--- src/rtl/tt_sel_seq.sv ---
// Design-select sequencer for a row/column mux tree.
// Resets the mux selection counter, walks it forward with inc pulses up to the
// requested {Y,X} code, then enables the chosen design and holds it in reset
// for a fixed time before declaring it active.
//
// state   | meaning
// --------+-----------------------------------------------------------
// IDLE    | no design enabled, waiting for a select request
// SEL_RST | selection counter held in reset (ctrl_sel_rst_n low)
// INC_HI  | inc pulse high phase; cur_sel advanced on entry
// INC_LO  | inc pulse low phase; decides whether target is reached
// UM_RST  | design enabled, user reset asserted
// RUN     | design enabled and out of reset; reselect allowed
module tt_sel_seq #(
   parameter int unsigned G_X         = 16,
   parameter int unsigned G_Y         = 24,
   parameter int unsigned PULSE_LEN   = 1,
   parameter int unsigned SEL_RST_LEN = 2,
   parameter int unsigned UM_RST_LEN  = 8
) (
   input  logic       clk,
   input  logic       rst,
   input  logic       req_valid,
   input  logic [9:0] req_addr,
   output logic       req_ready,
   output logic       req_err,
   output logic       ctrl_sel_rst_n,
   output logic       ctrl_sel_inc,
   output logic       ctrl_ena,
   output logic       um_rst_n,
   output logic       busy,
   output logic       active,
   output logic [9:0] cur_sel
);

   typedef enum logic [2:0] {
      IDLE,
      SEL_RST,
      INC_HI,
      INC_LO,
      UM_RST,
      RUN
   } state_t;

   // one shared down-counter serves every timed state, so size it for the longest
   localparam int unsigned TMR_MAX_A = (PULSE_LEN > SEL_RST_LEN) ? PULSE_LEN : SEL_RST_LEN;
   localparam int unsigned TMR_MAX   = (TMR_MAX_A > UM_RST_LEN) ? TMR_MAX_A : UM_RST_LEN;
   localparam int unsigned TMR_W     = (TMR_MAX > 1) ? $clog2(TMR_MAX) : 1;

   localparam logic [TMR_W-1:0] PULSE_LD   = TMR_W'(PULSE_LEN - 1);
   localparam logic [TMR_W-1:0] SEL_RST_LD = TMR_W'(SEL_RST_LEN - 1);
   localparam logic [TMR_W-1:0] UM_RST_LD  = TMR_W'(UM_RST_LEN - 1);

   state_t           state_q, state_d;
   logic [TMR_W-1:0] tmr_q, tmr_d;
   logic [9:0]       tgt_q, tgt_d;
   logic [9:0]       cur_sel_q, cur_sel_d;
   logic             req_err_q, req_err_d;
   logic             sel_rst_n_q, sel_rst_n_d;
   logic             sel_inc_q, sel_inc_d;
   logic             ena_q, ena_d;
   logic             um_rst_n_q, um_rst_n_d;
   logic             busy_q, busy_d;
   logic             active_q, active_d;
   logic             req_legal;
   logic             tmr_done;
   logic             at_target;

   assign req_legal = (32'(req_addr[9:5]) < G_Y) && (32'(req_addr[4:0]) < G_X);
   assign tmr_done  = (tmr_q == '0);
   assign at_target = (cur_sel_q == tgt_q);
   assign req_ready = (state_q == IDLE) || (state_q == RUN);

   // next-state, timer reloads and selection bookkeeping
   always_comb begin
      state_d   = state_q;
      tmr_d     = tmr_q;
      tgt_d     = tgt_q;
      cur_sel_d = cur_sel_q;
      req_err_d = 1'b0;
      case (state_q)
         IDLE, RUN: begin
            if (req_valid) begin
               if (req_legal) begin
                  state_d   = SEL_RST;
                  tmr_d     = SEL_RST_LD;
                  tgt_d     = req_addr;
                  cur_sel_d = '0;
               end else begin
                  req_err_d = 1'b1;
               end
            end
         end
         SEL_RST, INC_LO: begin
            if (tmr_done) begin
               if (at_target) begin
                  state_d = UM_RST;
                  tmr_d   = UM_RST_LD;
               end else begin
                  state_d   = INC_HI;
                  tmr_d     = PULSE_LD;
                  cur_sel_d = cur_sel_q + 10'd1;
               end
            end else begin
               tmr_d = tmr_q - TMR_W'(1);
            end
         end
         INC_HI: begin
            if (tmr_done) begin
               state_d = INC_LO;
               tmr_d   = PULSE_LD;
            end else begin
               tmr_d = tmr_q - TMR_W'(1);
            end
         end
         UM_RST: begin
            if (tmr_done) begin
               state_d = RUN;
            end else begin
               tmr_d = tmr_q - TMR_W'(1);
            end
         end
         default: state_d = IDLE;
      endcase
   end

   // outputs decoded from the next state so they change on the same edge as the state
   always_comb begin
      sel_rst_n_d = (state_d != SEL_RST);
      sel_inc_d   = (state_d == INC_HI);
      ena_d       = (state_d == UM_RST) || (state_d == RUN);
      um_rst_n_d  = (state_d != UM_RST);
      busy_d      = (state_d == SEL_RST) || (state_d == INC_HI) ||
                    (state_d == INC_LO)  || (state_d == UM_RST);
      active_d    = (state_d == RUN);
   end

   // state and output registers; reset holds both the mux and the user design in reset
   always_ff @(posedge clk) begin
      if (rst) begin
         state_q     <= IDLE;
         tmr_q       <= '0;
         tgt_q       <= '0;
         cur_sel_q   <= '0;
         req_err_q   <= 1'b0;
         sel_rst_n_q <= 1'b0;
         sel_inc_q   <= 1'b0;
         ena_q       <= 1'b0;
         um_rst_n_q  <= 1'b0;
         busy_q      <= 1'b0;
         active_q    <= 1'b0;
      end else begin
         state_q     <= state_d;
         tmr_q       <= tmr_d;
         tgt_q       <= tgt_d;
         cur_sel_q   <= cur_sel_d;
         req_err_q   <= req_err_d;
         sel_rst_n_q <= sel_rst_n_d;
         sel_inc_q   <= sel_inc_d;
         ena_q       <= ena_d;
         um_rst_n_q  <= um_rst_n_d;
         busy_q      <= busy_d;
         active_q    <= active_d;
      end
   end

   assign req_err        = req_err_q;
   assign ctrl_sel_rst_n = sel_rst_n_q;
   assign ctrl_sel_inc   = sel_inc_q;
   assign ctrl_ena       = ena_q;
   assign um_rst_n       = um_rst_n_q;
   assign busy           = busy_q;
   assign active         = active_q;
   assign cur_sel        = cur_sel_q;

endmodule

--- config.mk ---
export PLATFORM = sky130hd
export DESIGN_NAME = tt_sel_seq
export DESIGN_NICKNAME = d
export VERILOG_FILES = /design/src/rtl/tt_sel_seq.sv
export SDC_FILE = /design/constraint.sdc
export NUM_CORES = 1
export LEC_CHECK = 0
export ABC_AREA = 1
export BUFFER_PORTS_ARGS = -buffer_cell sky130_fd_sc_hd__buf_2
export CAP_MARGIN = 20
export CORE_ASPECT_RATIO = 1.4
export CORE_MARGIN = 2
export CORE_UTILIZATION = 35
export CTS_BUF_LIST = sky130_fd_sc_hd__clkbuf_16
export CTS_CLUSTER_DIAMETER = 80
export DETAILED_ROUTE_END_ITERATION = 16
export PLACE_DENSITY = 0.58
export SLEW_MARGIN = 10
export SYNTH_ARGS = -nofsm -noshare
export SYNTH_HDL_FRONTEND = slang
export SYNTH_SLANG_ARGS = --single-unit
export TNS_END_PERCENT = 5
--- constraint.sdc ---
create_clock -name clk -period 2.22 [get_ports clk]
set_clock_uncertainty 0.1 [all_clocks]
set_input_delay 0.333 -clock clk [delete_from_list [all_inputs] [get_ports clk]]
set_output_delay 0.333 -clock clk [all_outputs]
set_load 0.005 [all_outputs]
After elaboration in Yosys (flattened, before gate mapping):

Index checks and enable logic that the tools add are counted.

* flip-flop bits (word level): 33
* input bits: 13
* output and inout port bits: 18
* logic and storage cells: 71

* $add $sub $neg: 2
* $lt $le $gt $ge: 2
* equality and inequality tests: 18
* multiplexer cells: 20
* bitwise operators: 2
* reduce and logical (&&, ||, !) cells: 16

Operators with widths (count)
* 10-bit 2-to-1 mux: 4
* 3-bit 2-to-1 mux: 12
* 3-bit case mux with 4 select lines: 2
* 10-bit case mux with 2 select lines: 1
* 3-bit by 2-bit == test with 1-bit output (second input constant): 4
* 3-bit == test (second input constant): 4
* 10-bit by 1-bit adder with 10-bit output (second input constant): 1
* 10-bit == test: 1
* 5-bit less-than comparator (second input constant): 2
* 2-bit != test (second input constant): 5
* 3-bit by 1-bit == test with 1-bit output (second input constant): 2
* 3-bit zero test: 2
* 1-bit logical OR: 5
* 5-bit AND reduction: 1
* 4-bit AND reduction: 1
* 4-bit nonzero test: 1
* 2-bit OR reduction: 2
* 3-bit by 1-bit != test with 1-bit output (second input constant): 1
* 3-bit != test (second input constant): 1
* 3-bit AND reduction: 1
* 3-bit OR reduction: 1
* 3-bit by 1-bit subtractor with 3-bit output (second input constant): 1
* 1-bit NOT: 2
* 2-bit nonzero test: 1
* 2 further kinds: 2

Longest topological paths before layout:

Gate-level depths: netlist of run 1.

* depth after elaboration: 9
* mapped depth: 12
* gate-level depth less buffers: 12

Least setup slack after synthesis of run 1:

Ideal clock, no wire load.

* path type: register to register
* start: register tmr_q[0]
* end: register um_rst_n_q (netlist: um_rst_n)
* library setup time: 128 ps
* data arrival time: 1350 ps
* required time: 1992 ps
* slack: 642 ps
* cell stages (with the launch flop): 13
* buffers on the path: 0
* clock period less this slack: 1578 ps
* path through: dfxtp_1 inv_1 ha_1 inv_1 nor2_1 inv_1 nor2_1 inv_1 nand2_1 nor3_2 nand3_1 nor2_1 nor2_1

* cells in the longest elaborated chain, start to end: 4
* elaborated cells on any way between the ends: 6
* classes of those cells: 1 x eq/ne; 4 x mux; 1 x reduce/logical

Ends and longest elaborated chain
* start, declared: RTL line 55 `logic [TMR_W-1:0] tmr_q, tmr_d;`
* start signal, assigned: RTL line 154 `tmr_q <= tmr_d;`
* 3-bit zero test (*): RTL line 70 `assign tmr_done = (tmr_q == '0);`
* 3-bit 2-to-1 mux (on tied branches): RTL line 117, 109, 95
* 3-bit case mux with 4 select lines (*): RTL line 81 `case (state_q)`
* 3-bit != test (*): RTL line 132 `um_rst_n_d = (state_d != UM_RST);`
* end signal, assigned: RTL line 161 `um_rst_n_q <= um_rst_n_d;`
* end, declared: RTL line 62 `logic um_rst_n_q, um_rst_n_d;`

Every way passes the cells marked *; elsewhere a longest branch is shown, timed or not.
A chain may end at the register's enable or synchronous reset.

Final worst setup path of run 1:

* start: register state_q[2]
* end: output port req_ready

* cells in the longest elaborated chain, start to end: 2
* elaborated cells on any way between the ends: 3
* classes of those cells: 1 x eq/ne; 2 x reduce/logical

Ends and longest elaborated chain
* start, declared: RTL line 54 `state_t state_q, state_d;`
* start signal, assigned: RTL line 153 `state_q <= state_d;`
* 3-bit == test / 3-bit zero test (equally long branches): RTL line 72 `assign req_ready = (state_q == IDLE) || (state_q == RUN);`
* 1-bit logical OR (*): RTL line 72
* end, declared: RTL line 25 `output logic req_ready,`

Marked as above.

==> metrics.txt, run 1 <==
status finished clean; share of cells above drive strength 1 20.4%; Syn Nets 288; pwr dens 1030 nW/um^2; Vias per Instance 4.90; Hold Fails Final Rpt 0; Root Buffer clkbuf_16; Clock Sink Count 33; CTS tree built; Initial DRC Count 76; Initial Util 36.6%; Clk Latency, worst-skew pair between 200 and 300 ps; ys flop type dfxtp_1; RSZ-0062 raised after global routing no; Avg Cell Area, Syn 6.61 sq um; HPWL Detailed 3510 microns; worst r2r src cur_sel[8]$_SDFFE_PP0P_; Crit-path slowest cell dfxtp_1; Die W 64.6 microns; RePlAce Congestion 0.858; Worst Setup Path Type flop to primary output; Synth cell types 27; Largest stage delay, worst path 420 ps; Synth Register Bits 33; CTS hold repair buffers 0; hold crit path type input port to flop; total congestion overflow 0; sequential share of the synthesized area 36.7%; post-synthesis instance area roughly 1800 sq um; first-pass GRT wire length between 7000 and 8000 microns; critical path required time 1790 ps; CORE AREA 4920 sq um; number of synthesized flops with an enable pin 0; max-cap check violation count 0; WP buf/inv 3; Setup Viol. Count Final 0; I/O pin total 31; count leader, synth nand2_1; diode count 0; vias in the first global route 1759; Fin Setup TNS 0 ps; DR WL/cell 12.5 microns; Async S/R FF share, synth 0%; hold_sp req_addr[6]; Data arrival, critical path between 1000 and 1500 ps; R2R Setup Slk approximately 400 ps; R2R Path End cur_sel[9]$_SDFFE_PP0P_; ANT nets after route 0; Hold Crit Depth 3; via count 1826; Post-CTS Setup Bufs 0; Synth top cells by count nand2_1, inv_1, dfxtp_1; Crit path max-delay family flip-flops; post-layout util 45.1%; final worst path period share around four fifths; Global Route Usage Sum a little under a fifth; hold endpoint tgt_q[6]$_SDFFE_PP0P_; TritonRoute pass-1 iters 5; Die Y 88.8 microns; die footprint 5740 sq um; maximum fanout along the worst path 12; Peak VDD IR 593 uV; post-layout minimum cycle time 1810 ps; IO Port Bufs 30; CP most frequent cell inv_2; final max-slew violation count 0; Routed Wire Length 4660 microns; top cell type's share of synthesized area 36.7%; Max Freq 0.551 GHz; clk buf depth 2; Slew Limit Headroom 74.4%; initial antenna violation count 0; clock transition at the registers of the reported paths approximately 50 ps; ranking of synthesized cells by area dfxtp_1, nand2_1, inv_1; largest net degree at the start of global routing 21; Rows 30; CP endpoint kind primary output; Pleak 1.00 nW; area leader, netlist dfxtp_1; nets 324; Worst Max-Slew Pin Slew approximately 380 ps; post_cts resized 0; H-tree Lvls 2; Worst setup SP type flop; DRC Markers 0; Mapped Cells 272; Num CTS Buffers 5; CP Cell Sequence inv_2 > nand2_2 > inv_2 > nor2_4 > buf_2; area growth from synthesis to layout 23.4%; Ys Warns 0; worst r2r path cells 8
[worst register-to-register path, cell delays in order (launching register included)]
cell     delay, ps
dfxtp_1        460
inv_1          120
nand2_1         70
nand4_1        110
nor2_1         250
nand3_2        190
nand3_2        230
nand2_1         80
a21oi_1        150
[sequential cells by signal, summed over array words and instances, names as in the netlist, 3 cells and up]
register  count
cur_sel      10
tgt_q        10
state_q       3
tmr_q         3
[cell type report]
type	count	area, sq um
multi-input cells	192	936
fillers	529	2700
well taps	64	80.1
clock buffers	5	125
clock inverters	3	65.1
inverters	38	143
flip-flops and latches	33	661
repair buffers	38	210
[placed cells by master (no fill, tap or decap), drive strengths merged]
master	n
a21boi	1
a21o	1
a21oi	24
buf	38
bufinv	2
clkbuf	5
clkinv	1
dfxtp	33
ha	3
inv	38
nand2	74
nand3	12
nand4	15
nor2	35
nor3	4
nor3b	2
o21ai	16
or2	1
xnor2	2
xor2	2
[where the power goes]
part / internal (W) / leakage (nW) / switching [W]
Clock: 0.000640 / 0.0938 / 0.000251
Combinational: 0.000234 / 0.639 / 0.000426
Sequential: 0.000675 / 0.269 / 0.0000608
[layer usage]
metal	share of wire, %	vias up	global-route usage, %	wire length [microns]
met5	0	-	0	0
met4	4.0	0	11.0	188
met3	4.9	15	4.96	227
met2	52	51	32.8	2400
met1	40	817	18.5	1840
li1	-	943	-	-
[logic make-up (layout without fill, tap and decap cells)]
kind of cell / Yosys count / after routing / share of synthesized area [%]
AO/OA/AOI/OAI: 42 / 42 / 12.2
XOR/XNOR: 4 / 4 / 1.95
adder cells (fa/ha/maj): 3 / 3 / 2.09
buffers and inverters: 47 / 84 / 11.3
flip-flops: 33 / 33 / 36.7
AND/OR/NAND/NOR: 143 / 143 / 35.8
[how the worst max path moves through the flow]
stage	from	end	slack, ps	cells after the start
after global routing	cur_sel[8]$_SDFFE_PP0P_	cur_sel[9]$_SDFFE_PP0P_	230	8
after global placement	cur_sel[6]$_SDFFE_PP0P_	um_rst_n$_SDFF_PP0_	410	9
final	state_q[2]$_SDFF_PP0_	req_ready	410	5
after CTS	cur_sel[8]$_SDFFE_PP0P_	cur_sel[9]$_SDFFE_PP0P_	400	8
after detailed placement	cur_sel[8]$_SDFFE_PP0P_	cur_sel[9]$_SDFFE_PP0P_	430	8
after floorplan	tmr_q[0]$_SDFFE_PP0P_	um_rst_n$_SDFF_PP0_	640	12
[through the flow]
step | hold slack, ps | total power [W] | cells | instance area, sq um | setup slack (ps)
finish | 238 | 0.00229 | 373 | 2220 | 406
global route | 270 | 0.00244 | 373 | 2220 | 230
CTS | 234 | 0.00231 | 373 | 2220 | 404
detailed placement | 356 | 0.00141 | 365 | 2030 | 429
global placement | 354 | 0.00141 | 365 | 2030 | 413
floorplan | 337 | 0.00125 | 272 | 1800 | 642
No activity file was read; power rests on OpenSTA's default activity.
==> inputs of run 2 (changes only) <==
--- a/config.mk
+++ b/config.mk
@@ -14,7 +14,7 @@
 export CTS_BUF_LIST = sky130_fd_sc_hd__clkbuf_16
 export CTS_CLUSTER_DIAMETER = 80
 export DETAILED_ROUTE_END_ITERATION = 16
-export PLACE_DENSITY = 0.58
+export PLACE_DENSITY = 0.6
 export SLEW_MARGIN = 10
 export SYNTH_ARGS = -nofsm -noshare
 export SYNTH_HDL_FRONTEND = slang
==> constraint.sdc (replaced) <==
create_clock -name clk -period 1.47 [get_ports clk]
set_clock_uncertainty 0.1 [all_clocks]
set_input_delay 0.2205 -clock clk [delete_from_list [all_inputs] [get_ports clk]]
set_output_delay 0.2205 -clock clk [all_outputs]
set_load 0.005 [all_outputs]
==> run 2 against run 1 <==
  * Critical endpoint is now tmr_q[2]$_SDFFE_PP0P_
  * The flow now finishes with violations (negative setup slack)
  * Highest routed layer unchanged
  * Clock power up 10%
  * Largest cell class unchanged
  * Flip-flop and latch count is the same
  * Via count is 9.1% higher
  * Die area stayed put
  * Sequential share of layout area decreased by 3.9 points
==> metrics.txt, run 2 (synthesis gave the netlist of run 1 again) <==
status complete, but fails checks (was finished clean); failing checks negative setup slack; Max Freq 0.643 GHz; clock power share 26.8% (was 39.0%); Hold Fails Final Rpt 0 (unchanged); multi-input logic area 1030 sq um (was 936 sq um); hold endpoint tgt_q[3]$_SDFFE_PP0P_ (was tgt_q[6]$_SDFFE_PP0P_); via count 1993 (was 1826); initial antenna violation count 0 (unchanged); RePlAce Congestion 0.857 (was 0.858); final max-slew violation count 0 (unchanged); Peak VDD IR 1020 uV (was 593 uV); H-tree Lvls 2 (unchanged); nets 366 (was 324); Setup WS post-layout -86.3 ps (was 406 ps); Global Route Usage Sum 19.1% (was 18.1%); Internal Pwr Total 0.00234 W (was 0.00155 W); Data arrival, critical path 1660 ps (was 1380 ps); worst r2r src cur_sel[4]$_SDFFE_PP0P_ (was cur_sel[8]$_SDFFE_PP0P_); CORE AREA 4920 sq um (unchanged); Pwr Total 0.00366 W (was 0.00229 W); Die Y 88.8 microns (unchanged); Clock Sink Count 33 (unchanged); clk buf depth 2 (unchanged); TritonRoute pass-1 iters 4 (was 5); Clk Latency, worst-skew pair 280 ps (about the same); first-pass GRT wire length 8450 microns (was 7850 microns); Pleak 1.20 nW (was 1.00 nW); maximum fanout along the worst path 5 (was 12); Initial Util 36.6% (unchanged); CP Launch Point cur_sel[4]$_SDFFE_PP0P_ (was state_q[2]$_SDFF_PP0_); final cell count without fillers 415 (was 373); DR WL/cell 11.8 microns (was 12.5 microns); area growth from synthesis to layout 44.9% (was 23.4%); Sequential Area 674 sq um (was 661 sq um); HPWL Detailed 3710 microns (was 3510 microns); final worst path period share 106%; Num CTS Buffers 5 (unchanged); most frequent cells in the layout nand2_1, buf_4, buf_2 (was nand2_1, inv_1, dfxtp_1); total congestion overflow 0 (unchanged); Sequential Power Share 30.2% (was 32.2%); R2R Path End tmr_q[2]$_SDFFE_PP0P_ (was cur_sel[9]$_SDFFE_PP0P_); CTS tree built (unchanged); NetSw 0.00132 W (was 0.000738 W); Rows 30 (unchanged); Worst Setup Path Type flop to flop (was flop to primary output); worst r2r path cells 8 (unchanged); share of cells above drive strength 1 38.5% (was 20.4%); hold_sp req_addr[3] (was req_addr[6]); CP endpoint kind flop (was primary output); Hold Crit Depth 3 (unchanged); Placed Cells incl. Taps 405 (was 365); post-layout minimum cycle time 1560 ps; combinational fraction of design power 43.0% (was 28.9%); switching share of power 36.0% (was 32.3%); R2R Setup Slk -90 ps (was 410 ps); Initial DRC Count 83 (was 76); post-route cell area 2610 sq um (was 2220 sq um); RSZ-0062 raised after global routing yes (was no); CTS hold repair buffers 0 (unchanged); largest net degree at the start of global routing 21 (unchanged); Fin Setup TNS -927 ps (was 0 ps); clock transition at the registers of the reported paths 50 ps (about the same); vias in the first global route 1996 (was 1759); Worst setup SP type flop (unchanged); commonest non-fill, non-tap cell in the layout nand2_1 (unchanged); DRC Markers 0 (unchanged); hold crit path type input port to flop (unchanged); ANT nets after route 0 (unchanged); max-cap check violation count 0 (unchanged); IO Port Bufs 30 (unchanged); Vias per Instance 4.80 (was 4.90); die footprint 5740 sq um (unchanged); pwr dens 1410 nW/um^2 (was 1030 nW/um^2); post-layout util 53.0% (was 45.1%); Routed Wire Length 4910 microns (was 4660 microns); Die W 64.6 microns (unchanged); critical path required time 1580 ps (was 1790 ps); diode count 0 (unchanged); Slew Limit Headroom 76.6% (was 74.4%); Post-DP Area 2340 sq um (was 2030 sq um); FILL cells 509 (was 529); I/O pin total 31 (unchanged); Root Buffer clkbuf_16 (unchanged); Setup Viol. Count Final 19 (was 0); Worst Max-Slew Pin Slew 351 ps (was 384 ps)
## run 2: cell types whose count changed in the layout (fill, tap and decap cells not counted), moves of 6 or more
cell     delta
dfxtp_1     -9
dfxtp_2     +8
nor2_1      -7
buf_4      +39
o21ai_0     -6
## run 2: power by group through the flow
stage                     clock network, W  logic [W]  registers, W
after floorplan                          0   0.000788       0.00112
after global placement                   0    0.00132       0.00111
after detailed placement                 0    0.00134       0.00111
after CTS                          0.00100    0.00150       0.00111
after global routing               0.00105    0.00176       0.00112
final                             0.000983    0.00157       0.00111
## run 2: timing repair
item | in CTS | in global routing
buffers inserted | 2 | 0
gates resized for setup | 33 | 15
setup endpoints to repair | 30 | 31
pin swaps | 8 | 3
## run 2: how the worst max path moves through the flow
stage,slack (ps),end,cells after the start
6_report,-90,tmr_q[2]$_SDFFE_PP0P_,8
4_1_cts,-110,um_rst_n$_SDFF_PP0_,12
3_5_place_dp,-180,tmr_q[1]$_SDFFE_PP0P_,11
2_1_floorplan,-30,um_rst_n$_SDFF_PP0_,12
5_1_grt,-190,tmr_q[1]$_SDFFE_PP0P_,8
3_3_place_gp,-130,um_rst_n$_SDFF_PP0_,10
## run 2: per-stage QoR
stage	setup slack, ps	hold WS, ps
floorplan	-34.5	280
global placement	-128	348
detailed placement	-178	350
CTS	-106	125
global route	-193	124
finish	-86.3	104
## run 2: metal layers
layer  global-route usage (%)  wire length [microns]  vias to the layer above
li1                         -                      -                     1021
met1                     19.2                   1860                      897
met2                     36.3                   2640                       58
met3                     4.20                    212                       17
met4                     10.6                    197                        0
met5                        0                      0                        -
## run 2: area by class of cell
| class | count | share of cell area (%) |
|---|---|---|
| Clock buffer | 5 | 4.80 |
| Sequential cell | 33 | 25.9 |
| Timing Repair Buffer | 80 | 20.6 |
| Tap cell | 64 | 3.07 |
| Inverter | 38 | 5.57 |
| Clock inverter | 3 | 0.528 |
| Multi-Input combinational cell | 192 | 39.6 |
## run 2: worst max-delay path, cell delays in order, from the launching register on
cell     delay [ps]
dfxtp_1         440
xnor2_1         150
nand3_1         120
nor2_4          160
nand3_2          90
buf_4           150
o21ai_0          80
nand2_1          70
a21oi_1         120
==> inputs of run 3 (changes only) <==
--- a/config.mk
+++ b/config.mk
@@ -15,6 +15,7 @@
 export CTS_CLUSTER_DIAMETER = 80
 export DETAILED_ROUTE_END_ITERATION = 16
 export PLACE_DENSITY = 0.6
+export SKIP_CTS_REPAIR_TIMING = 1
 export SLEW_MARGIN = 10
 export SYNTH_ARGS = -nofsm -noshare
 export SYNTH_HDL_FRONTEND = slang
==> run 3 against run 2 <==
  * The flow still finishes with violations (negative setup slack)
  * Count of clock-buffer cells in the layout unchanged
  * Combinational power up 9.6%
  * Setup slack worse by 64 ps
  * Worst hold slack better by 2.0 ps
  * Sequential share of layout area down 0.61 points
  * Critical path depth up 3
  * Design area up 2.6%
  * Maximum frequency down 4.0%
  * Wire length up 9.3%
  * Utilization up 1.4 points
  * Global-route usage down 0.56 points
  * Critical endpoint is now ctrl_sel_rst_n$_SDFF_PP0_
  * Largest cell class unchanged
  * Largest power group unchanged
==> metrics.txt, run 3 (synthesis gave the netlist of run 1 again) <==
DRC Markers 0 (unchanged); Initial DRC Count 94 (was 83); IO Port Bufs 30 (unchanged); Die W 64.6 microns (unchanged); maximum fanout along the worst path 4 (was 5); hold endpoint tgt_q[3]$_SDFFE_PP0P_ (unchanged); Rows 30 (unchanged); Peak VDD IR 969 uV (was 1020 uV); Placed Cells incl. Taps 405 (unchanged); share of cells above drive strength 1 40.4% (was 38.5%); CTS tree built (unchanged); Data arrival, critical path 1680 ps (was 1660 ps); Die Y 88.8 microns (unchanged); R2R Setup Slk -150 ps (was -90 ps); vias in the first global route 1945 (was 1996); RePlAce Congestion 0.857 (unchanged); Slew Limit Headroom 73.9% (was 76.6%); worst r2r path cells 11 (was 8); R2R Path End ctrl_sel_rst_n$_SDFF_PP0_ (was tmr_q[2]$_SDFFE_PP0P_); final cell count without fillers 420 (was 415); total congestion overflow 0 (unchanged); Clock Sink Count 33 (unchanged); status complete, but fails checks (unchanged); failing checks negative setup slack (unchanged); Worst setup SP type flop (unchanged); diode count 0 (unchanged); Max Freq 0.617 GHz (was 0.643 GHz); Global Route Usage Sum 18.6% (was 19.1%); hold crit path type input port to flop (unchanged); Worst Setup Path Type flop to flop (unchanged); RSZ-0062 raised after global routing yes (unchanged); worst r2r src tmr_q[1]$_SDFFE_PP0P_ (was cur_sel[4]$_SDFFE_PP0P_); Setup Viol. Count Final 19 (unchanged); FILL cells 501 (was 509); HPWL Detailed 3710 microns (unchanged); Routed Wire Length 5370 microns (was 4910 microns); clock transition at the registers of the reported paths 50 ps (about the same); Pleak 1.23 nW (was 1.20 nW); Hold Crit Depth 3 (unchanged); nets 371 (was 366); initial antenna violation count 0 (unchanged); most frequent cells in the layout nand2_1, buf_4, buf_2 (unchanged); CORE AREA 4920 sq um (unchanged); critical path required time 1530 ps (was 1580 ps); final max-slew violation count 0 (unchanged); final worst path period share 110% (was 106%); Worst Max-Slew Pin Slew 391 ps (was 351 ps); Setup WS post-layout -151 ps (was -86.3 ps); clk buf depth 2 (unchanged); pre-CTS WS -178 ps (unchanged); Num CTS Buffers 5 (unchanged); via count 2068 (was 1993); Root Buffer clkbuf_16 (unchanged); post-layout minimum cycle time 1620 ps (was 1560 ps); hold_sp req_addr[3] (unchanged); area growth from synthesis to layout 48.6% (was 44.9%); Pwr Total 0.00382 W (was 0.00366 W); Hold Fails Final Rpt 0 (unchanged); TritonRoute pass-1 iters 5 (was 4); largest net degree at the start of global routing 21 (unchanged); ANT nets after route 0 (unchanged); DR WL/cell 12.8 microns (was 11.8 microns); Clk Latency, worst-skew pair 280 ps (about the same); first-pass GRT wire length 8200 microns (was 8450 microns); pwr dens 1430 nW/um^2 (was 1410 nW/um^2); commonest non-fill, non-tap cell in the layout nand2_1 (unchanged); Vias per Instance 4.92 (was 4.80); post-layout util 54.4% (was 53.0%); H-tree Lvls 2 (unchanged); max-cap check violation count 0 (unchanged); CP endpoint kind flop (unchanged); die footprint 5740 sq um (unchanged); I/O pin total 31 (unchanged); Initial Util 36.6% (unchanged)
-- run 3: cell types whose count changed in the layout (fill, tap and decap cells not counted), sizes merged --
cell,change
nand3,+1
buf,+4
-- run 3: where the power goes --
| part | internal [W] | switching (W) | leakage, nW |
|---|---|---|---|
| logic | 0.000763 | 0.000955 | 0.877 |
| registers | 0.00104 | 0.0000773 | 0.273 |
| clock network | 0.000614 | 0.000374 | 0.0748 |
-- run 3: routing by layer --
layer	track usage, %	up-vias	share of wire, %
met3	3.94	16	5.6
met2	35.2	73	53
li1	-	1039	-
met5	0	-	0
met4	10.3	0	4.0
met1	18.8	940	37
-- run 3: per-stage QoR --
stage	instance area, sq um	hold WS, ps	TNS (ps)
floorplan	1810	280	-63.2
global placement	2340	348	-1650
detailed placement	2340	350	-2660
CTS	2480	125	-3080
global route	2670	115	-4000
finish	2670	106	-1670
-- run 3: final cells by class --
cell class | instances | area, sq um | share of cell area (%)
Multi-Input combinational cell | 193 | 1060 | 39.7
Sequential cell | 33 | 676 | 25.3
Timing Repair Buffer | 84 | 574 | 21.5
Inverter | 38 | 143 | 5.33
Clock buffer | 5 | 125 | 4.68
Tap cell | 64 | 80.1 | 2.99
Clock inverter | 3 | 13.8 | 0.515
-- run 3: worst max-delay path, cell delays in order (launching register included) --
cell     delay, ps
dfxtp_2        330
inv_2           50
ha_4           150
inv_2           60
nor2_4          40
nor2_2         210
inv_1          100
nand2_2         90
nor3_4          50
buf_4          140
nor2_1         100
a21oi_1         70
-- run 3: how the worst max path moves through the flow --
stage / start / end / slack (ps) / cells after the start
2_1_floorplan: tmr_q[0]$_SDFFE_PP0P_ / um_rst_n$_SDFF_PP0_ / -30 / 12
3_3_place_gp: state_q[0]$_SDFF_PP0_ / um_rst_n$_SDFF_PP0_ / -130 / 10
3_5_place_dp: tmr_q[1]$_SDFFE_PP0P_ / tmr_q[1]$_SDFFE_PP0P_ / -180 / 11
4_1_cts: tmr_q[1]$_SDFFE_PP0P_ / tmr_q[1]$_SDFFE_PP0P_ / -190 / 11
5_1_grt: tmr_q[1]$_SDFFE_PP0P_ / um_rst_n$_SDFF_PP0_ / -240 / 11
6_report: tmr_q[1]$_SDFFE_PP0P_ / ctrl_sel_rst_n$_SDFF_PP0_ / -150 / 11
